**src/rtl/ahbl_sram_mem_ctrl.sv**
```systemverilog
// AHB-Lite SRAM back end: executes one captured single transfer on a synchronous
// single-port RAM with byte enables, returning a done pulse and held read data.
module ahbl_sram_mem_ctrl #(
  parameter int AHB_DWIDTH = 32,
  parameter int MEM_AWIDTH = 14,
  parameter int RD_LATENCY = 1
) (
  input  logic                  HCLK,
  input  logic                  HRESETN,
  input  logic                  ram_req,
  input  logic                  ram_wen,
  input  logic [19:0]           ram_addr,
  input  logic [2:0]            ram_size,
  input  logic [AHB_DWIDTH-1:0] ram_wdata,
  output logic                  ram_done,
  output logic [AHB_DWIDTH-1:0] ram_rdata,
  output logic                  busy,
  output logic                  mem_ce,
  output logic                  mem_we,
  output logic [3:0]            mem_be,
  output logic [MEM_AWIDTH-1:0] mem_addr,
  output logic [AHB_DWIDTH-1:0] mem_wdata,
  input  logic [AHB_DWIDTH-1:0] mem_rdata
);

  typedef enum logic [1:0] {IDLE, WRITE, READ, RESP} state_t;

  localparam logic [2:0] RD_LAST = 3'(RD_LATENCY);

  state_t                r_state;
  state_t                w_next;
  logic [2:0]            r_cnt;
  logic                  r_oor;
  logic                  r_done;
  logic                  r_busy;
  logic                  r_ce;
  logic                  r_we;
  logic [3:0]            r_be;
  logic [MEM_AWIDTH-1:0] r_addr;
  logic [AHB_DWIDTH-1:0] r_wdata;
  logic [AHB_DWIDTH-1:0] r_rdata;

  logic                  w_start;
  logic                  w_oor;
  logic                  w_rd_last;
  logic [3:0]            w_be;

  assign w_start   = (r_state == IDLE) && ram_req;
  assign w_oor     = |ram_addr[19:MEM_AWIDTH+2];
  assign w_rd_last = (r_state == READ) && (r_cnt == RD_LAST);

  always_comb begin
    w_be = 4'b1111;
    case (ram_size)
      3'b000:  w_be = 4'b0001 << ram_addr[1:0];
      3'b001:  w_be = ram_addr[1] ? 4'b1100 : 4'b0011;
      default: w_be = 4'b1111;
    endcase
  end

  always_comb begin
    w_next = r_state;
    case (r_state)
      IDLE:    if (ram_req) w_next = ram_wen ? WRITE : READ;
      WRITE:   w_next = RESP;
      READ:    if (r_cnt == RD_LAST) w_next = RESP;
      RESP:    w_next = IDLE;
      default: w_next = IDLE;
    endcase
  end

  // The RAM-side registers are loaded straight from the request on the capture
  // edge, so the strobe appears in the first WRITE/READ cycle without a staging copy.
  // READ spans RD_LATENCY+1 cycles; mem_rdata is sampled in the last of them.
  always_ff @(posedge HCLK) begin
    if (!HRESETN) begin
      r_state <= IDLE;
      r_cnt   <= '0;
      r_oor   <= 1'b0;
      r_done  <= 1'b0;
      r_busy  <= 1'b0;
      r_ce    <= 1'b0;
      r_we    <= 1'b0;
      r_be    <= '0;
      r_addr  <= '0;
      r_wdata <= '0;
      r_rdata <= '0;
    end else begin
      r_state <= w_next;
      r_busy  <= (w_next != IDLE);
      r_done  <= (w_next == RESP);
      r_ce    <= w_start && !w_oor;
      r_we    <= w_start && ram_wen && !w_oor;
      if (w_start) begin
        r_addr <= ram_addr[MEM_AWIDTH+1:2];
        r_be   <= ram_wen ? w_be : 4'b1111;
        r_oor  <= w_oor;
        r_cnt  <= '0;
        if (ram_wen) r_wdata <= ram_wdata;
      end else if (r_state == READ) begin
        r_cnt <= r_cnt + 3'd1;
      end
      if (w_rd_last) r_rdata <= r_oor ? '0 : mem_rdata;
    end
  end

  assign ram_done  = r_done;
  assign ram_rdata = r_rdata;
  assign busy      = r_busy;
  assign mem_ce    = r_ce;
  assign mem_we    = r_we;
  assign mem_be    = r_be;
  assign mem_addr  = r_addr;
  assign mem_wdata = r_wdata;

endmodule

```
**config.mk**
```make
export PLATFORM = sky130hd
export DESIGN_NAME = ahbl_sram_mem_ctrl
export DESIGN_NICKNAME = d
export VERILOG_FILES = /design/src/rtl/ahbl_sram_mem_ctrl.sv
export SDC_FILE = /design/constraint.sdc
export NUM_CORES = 1
export LEC_CHECK = 0
export BUFFER_PORTS_ARGS = -buffer_cell sky130_fd_sc_hd__buf_2
export CAP_MARGIN = 0
export CORE_ASPECT_RATIO = 0.5
export CORE_MARGIN = 4
export CORE_UTILIZATION = 48
export CTS_BUF_LIST = sky130_fd_sc_hd__clkbuf_4 sky130_fd_sc_hd__clkbuf_8 sky130_fd_sc_hd__clkbuf_16
export DETAILED_ROUTE_END_ITERATION = 12
export PLACE_DENSITY = 0.9
export SYNTH_ARGS = -nofsm -noshare
export SYNTH_HDL_FRONTEND = slang
export SYNTH_SLANG_ARGS = --single-unit
```
**constraint.sdc**
```tcl
create_clock -name HCLK -period 2.1 [get_ports HCLK]
set_input_delay 0.105 -clock HCLK [delete_from_list [all_inputs] [get_ports HCLK]]
set_output_delay 0.105 -clock HCLK [all_outputs]
set_load 0.02 [all_outputs]
```
==> results by stage <==
Status:
- The run finished with clean final reports.

Clock tree:
- The number of buffers on the longest clock path is 2.
- At the later pin of the worst-skew pair, clock insertion delay measures about 0.33 ns.
- The number of setup buffers added after CTS is 0.
- The number of buffers created by CTS is 9.
- The count of H-tree levels built during CTS is 3.
- The cell sitting at the root of the clock tree is a clkbuf_16.
- The clock tree from TritonCTS is built.
- CTS saw 92 sinks.
- The number of gates given a new drive strength after cts is 0.
- Clock-pin slew was measured on the worst setup and hold paths at about 0.06 ns.

STA:
- The achievable frequency is 620.1 MHz.
- Clock skew on the completed layout was measured at approximately 0.0055 ns.
- At the pin with the least slew margin, the transition time is 0.8348 ns.
- The worst-case headroom to the max-slew limit is 0.4427.
- The number of setup violations in the final report is 0.
- The post-route minimum period is between 1.5 and 2 ns.
- Setup repair after global routing left no endpoint under its margin.
- The final number of hold-violating endpoints is 0.
- The max-slew violation count is 0.
- The aggregate negative setup slack is 0 ns.
- The final period utilization is 0.7680.

Placed design:
- The last weighted congestion value of the routability-driven placer is 0.7665.
- Summed over all nets, the half-perimeter wirelength after detailed placement is 6.263 mm.
- The count of input and output buffers is approximately 180.

Finish:
- The count of antenna diodes in the layout is 0.
- The share of layout cells above drive strength 1 is 0.3434.
- In the final design database the tool counted roughly 690 nets.
- The filler cells instantiated in the layout total about 520.
- In the layout the commonest cells are 176 x buf_2, 128 x nand2_1, 92 x dfxtp_1.
- The library cell used most frequently in the layout, excluding fill and tap cells, is buf_2.
- The area growth from synthesis to layout is 41.34%.

Yosys:
- After synthesis, the share of flip-flops with an asynchronous set or reset is 0.
- The mean instance size in the synthesized netlist is between 8 and 9 µm².
- Summing every instance area after synthesis gives between 3000 and 4000 µm².
- The gate count of the mapped netlist is between 400 and 500.
- Counting flops with a built-in enable in the synthesized netlist gives 0.
- When the netlist entered floorplanning its net count stood at ~510.
- The distinct cell type count of the synthesized netlist is 32.
- The share of the Yosys chip area taken by registers is 0.5343.
- The number of register bits inferred by synthesis is 92.
- Yosys printed 0 warnings.
- The most used flip-flop cell after synthesis is dfxtp_1.

Die:
- The number of placed I/O pins is between 150 and 200.
- The initial utilization of the core area, before any placement, comes to 0.5046.
- After floorplanning, the core was divided into 21 placement rows.
- The die is between 60 and 70 µm tall.
- The die covers about 8700 µm².
- The die is 127.8 µm wide.
- The total area inside the core boundary comes to 6832 µm².

Hold path:
- The class of the tightest hold or removal check is primary input to flop.

Flow run:
- The tool flagged a number of max-cap violations equal to 0.

Critical path:
- The required time at the endpoint of the critical path is about 2.3 ns.
- The largest fanout of any net on the critical path is 11.
- The highest cell delay on the worst timing path is 0.38 ns.
- The highest-delay cell along the critical path is dfxtp_1.
- Walking the worst path, the cells encountered are inv_1, ha_1, nand2_1, buf_4, nand2_1, a21oi_1.
- The type of origin of the critical path is a flop.
- STA classifies the critical path endpoint as a flop.
- The most frequent cell on the critical path is nand2_1.
- The data arrival time of the worst path is ~1.9 ns.
- The type of the worst setup path is flop to flop.

Drt:
- Summed over all layers, the routed wires come to approximately 9.4 mm.
- Dividing the detail-routed wire length by the instance count gives 13.71 µm.
- The count of nets left with antenna violations once routing finished came out at 0.
- After detailed routing, the number of remaining DRC violations is 0.
- The first detailed-routing pass took 4 iterations.
- The ratio of routed vias to standard cells is roughly 5.
- The iteration-0 DRC count of the detailed router is between 200 and 300.
- Summing over every cut layer, the via total after detailed routing is ~3500.

Global route:
- The largest net degree at the start of global routing is 34.
- In the global route stage, overall resource usage came out at 0.2110.
- The via count of the first global-routing pass is 3255.
- The number of antenna violations at the first check in global routing is 0.
- For this run the aggregate overflow at the end of global routing stands at 0.
- The first global-routing pass estimated roughly 15 mm of wire.

Power:
- Power spread over the standard cell area amounts to a little under 1000 nW/µm².
- The static leakage is approximately 2.2 nW.
- The total power consumption of the routed design is approximately 4.7 mW.
- The worst-case IR drop observed on VDD is between 500 and 600 µV.
-- through the flow --
step,hold slack (ns),utilization,instance area [µm²],cells,setup WS [ns]
after floorplan,0.2267,-,3447,411,0.6903
after global placement,0.3449,0.6429,4392,658,0.6111
after detailed placement,0.3512,0.6429,4392,658,0.4985
after CTS,0.0006879,0.7132,4872,689,0.5000
after global routing,0.01336,0.7132,4872,689,0.3487
final,0.01439,0.7132,4872,689,0.4873
-- area by class of cell --
cell class / instances / area (µm²) / share of cell area
Clock inverter: 4 / 73.82 / 0.01515
Inverter: 6 / 22.52 / 0.004622
Tap cell: 92 / 115.1 / 0.02363
Multi-Input combinational cell: 284 / 1446 / 0.2969
Clock buffer: 11 / 246.5 / 0.05059
Sequential cell: 92 / 1842 / 0.3780
Timing Repair Buffer: 200 / 1126 / 0.2311
-- power breakdown --
part / switching (mW) / leakage (nW) / internal, mW
registers: 0.110 / 0.748 / 1.91
logic: 0.624 / 1.32 / 0.403
clock network: 0.613 / 0.159 / 1.08
total: 1.35 / 2.23 / 3.39
-- critical path, delay by kind of cell, from the launching register on --
| kind | cells | cell delay (ns) |
|---|---|---|
| AND/OR/NAND/NOR | 2 | 0.43 |
| adder cells (fa/ha/maj) | 1 | 0.23 |
| flip-flops | 1 | 0.38 |
| AO/OA/AOI/OAI | 1 | 0.17 |
| buffers and inverters | 2 | 0.32 |
-- per-layer routing --
layer | vias up | part of all wire | track usage
met5 | - | 0 | 0
li1 | 1728 | - | -
met4 | 0 | 0.014 | 0.08333
met2 | 120 | 0.54 | 0.3932
met1 | 1610 | 0.39 | 0.2302
met3 | 18 | 0.063 | 0.06469
-- Yosys cell counts (all sizes together), types with 2 or more instances --
cell type / instances / area, µm²
a21oi: 83 / 415.4
and2: 2 / 12.51
and3b: 2 / 17.52
buf: 16 / 87.58
clkbuf: 13 / 48.80
dfxtp: 92 / 1842
ha: 5 / 62.56
inv: 6 / 22.52
nand2: 128 / 480.5
nand3b: 33 / 247.7
nor2: 5 / 18.77
nor2b: 2 / 12.51
nor3: 2 / 26.28
o21ai: 7 / 35.03
o21bai: 2 / 15.01
-- what timing repair did --
action                                 in CTS  in global routing
endpoints found under the hold margin      16                  0
hold buffers                               16                  0
setup endpoints to repair                   0                  0
-- state kept, by name, indices dropped and copies added, names as in the netlist, 2 cells and up --
name and flops:
mem_wdata 32, ram_rdata 32, mem_addr 14, mem_be 4, r_cnt 3, r_state 2
-- kinds of logic (layout without fill, tap and decap cells) --
kind of cell             after synthesis  count (layout)  synth area share
AND/OR/NAND/NOR                      178             178            0.2450
AO/OA/AOI/OAI                         98              98            0.1481
flip-flops                            92              92            0.5343
buffers and inverters                 35             221           0.04610
adder cells (fa/ha/maj)                5               5           0.01815
XOR/XNOR                               2               2          0.005083
multiplexers                           1               1          0.003267
-- worst paths after layout --
check,from,end,slack [ns],depth (start not counted)
worst min register to register,ram_rdata[0],ram_rdata[0],0.45,2
worst max-delay path,r_state[1],mem_addr[0],0.49,6
worst min-delay path,ram_wdata[16],mem_wdata[16],0.01,3
worst max register to register,r_state[1],mem_addr[0],0.49,6
No activity file was read; power rests on OpenSTA's default activity.
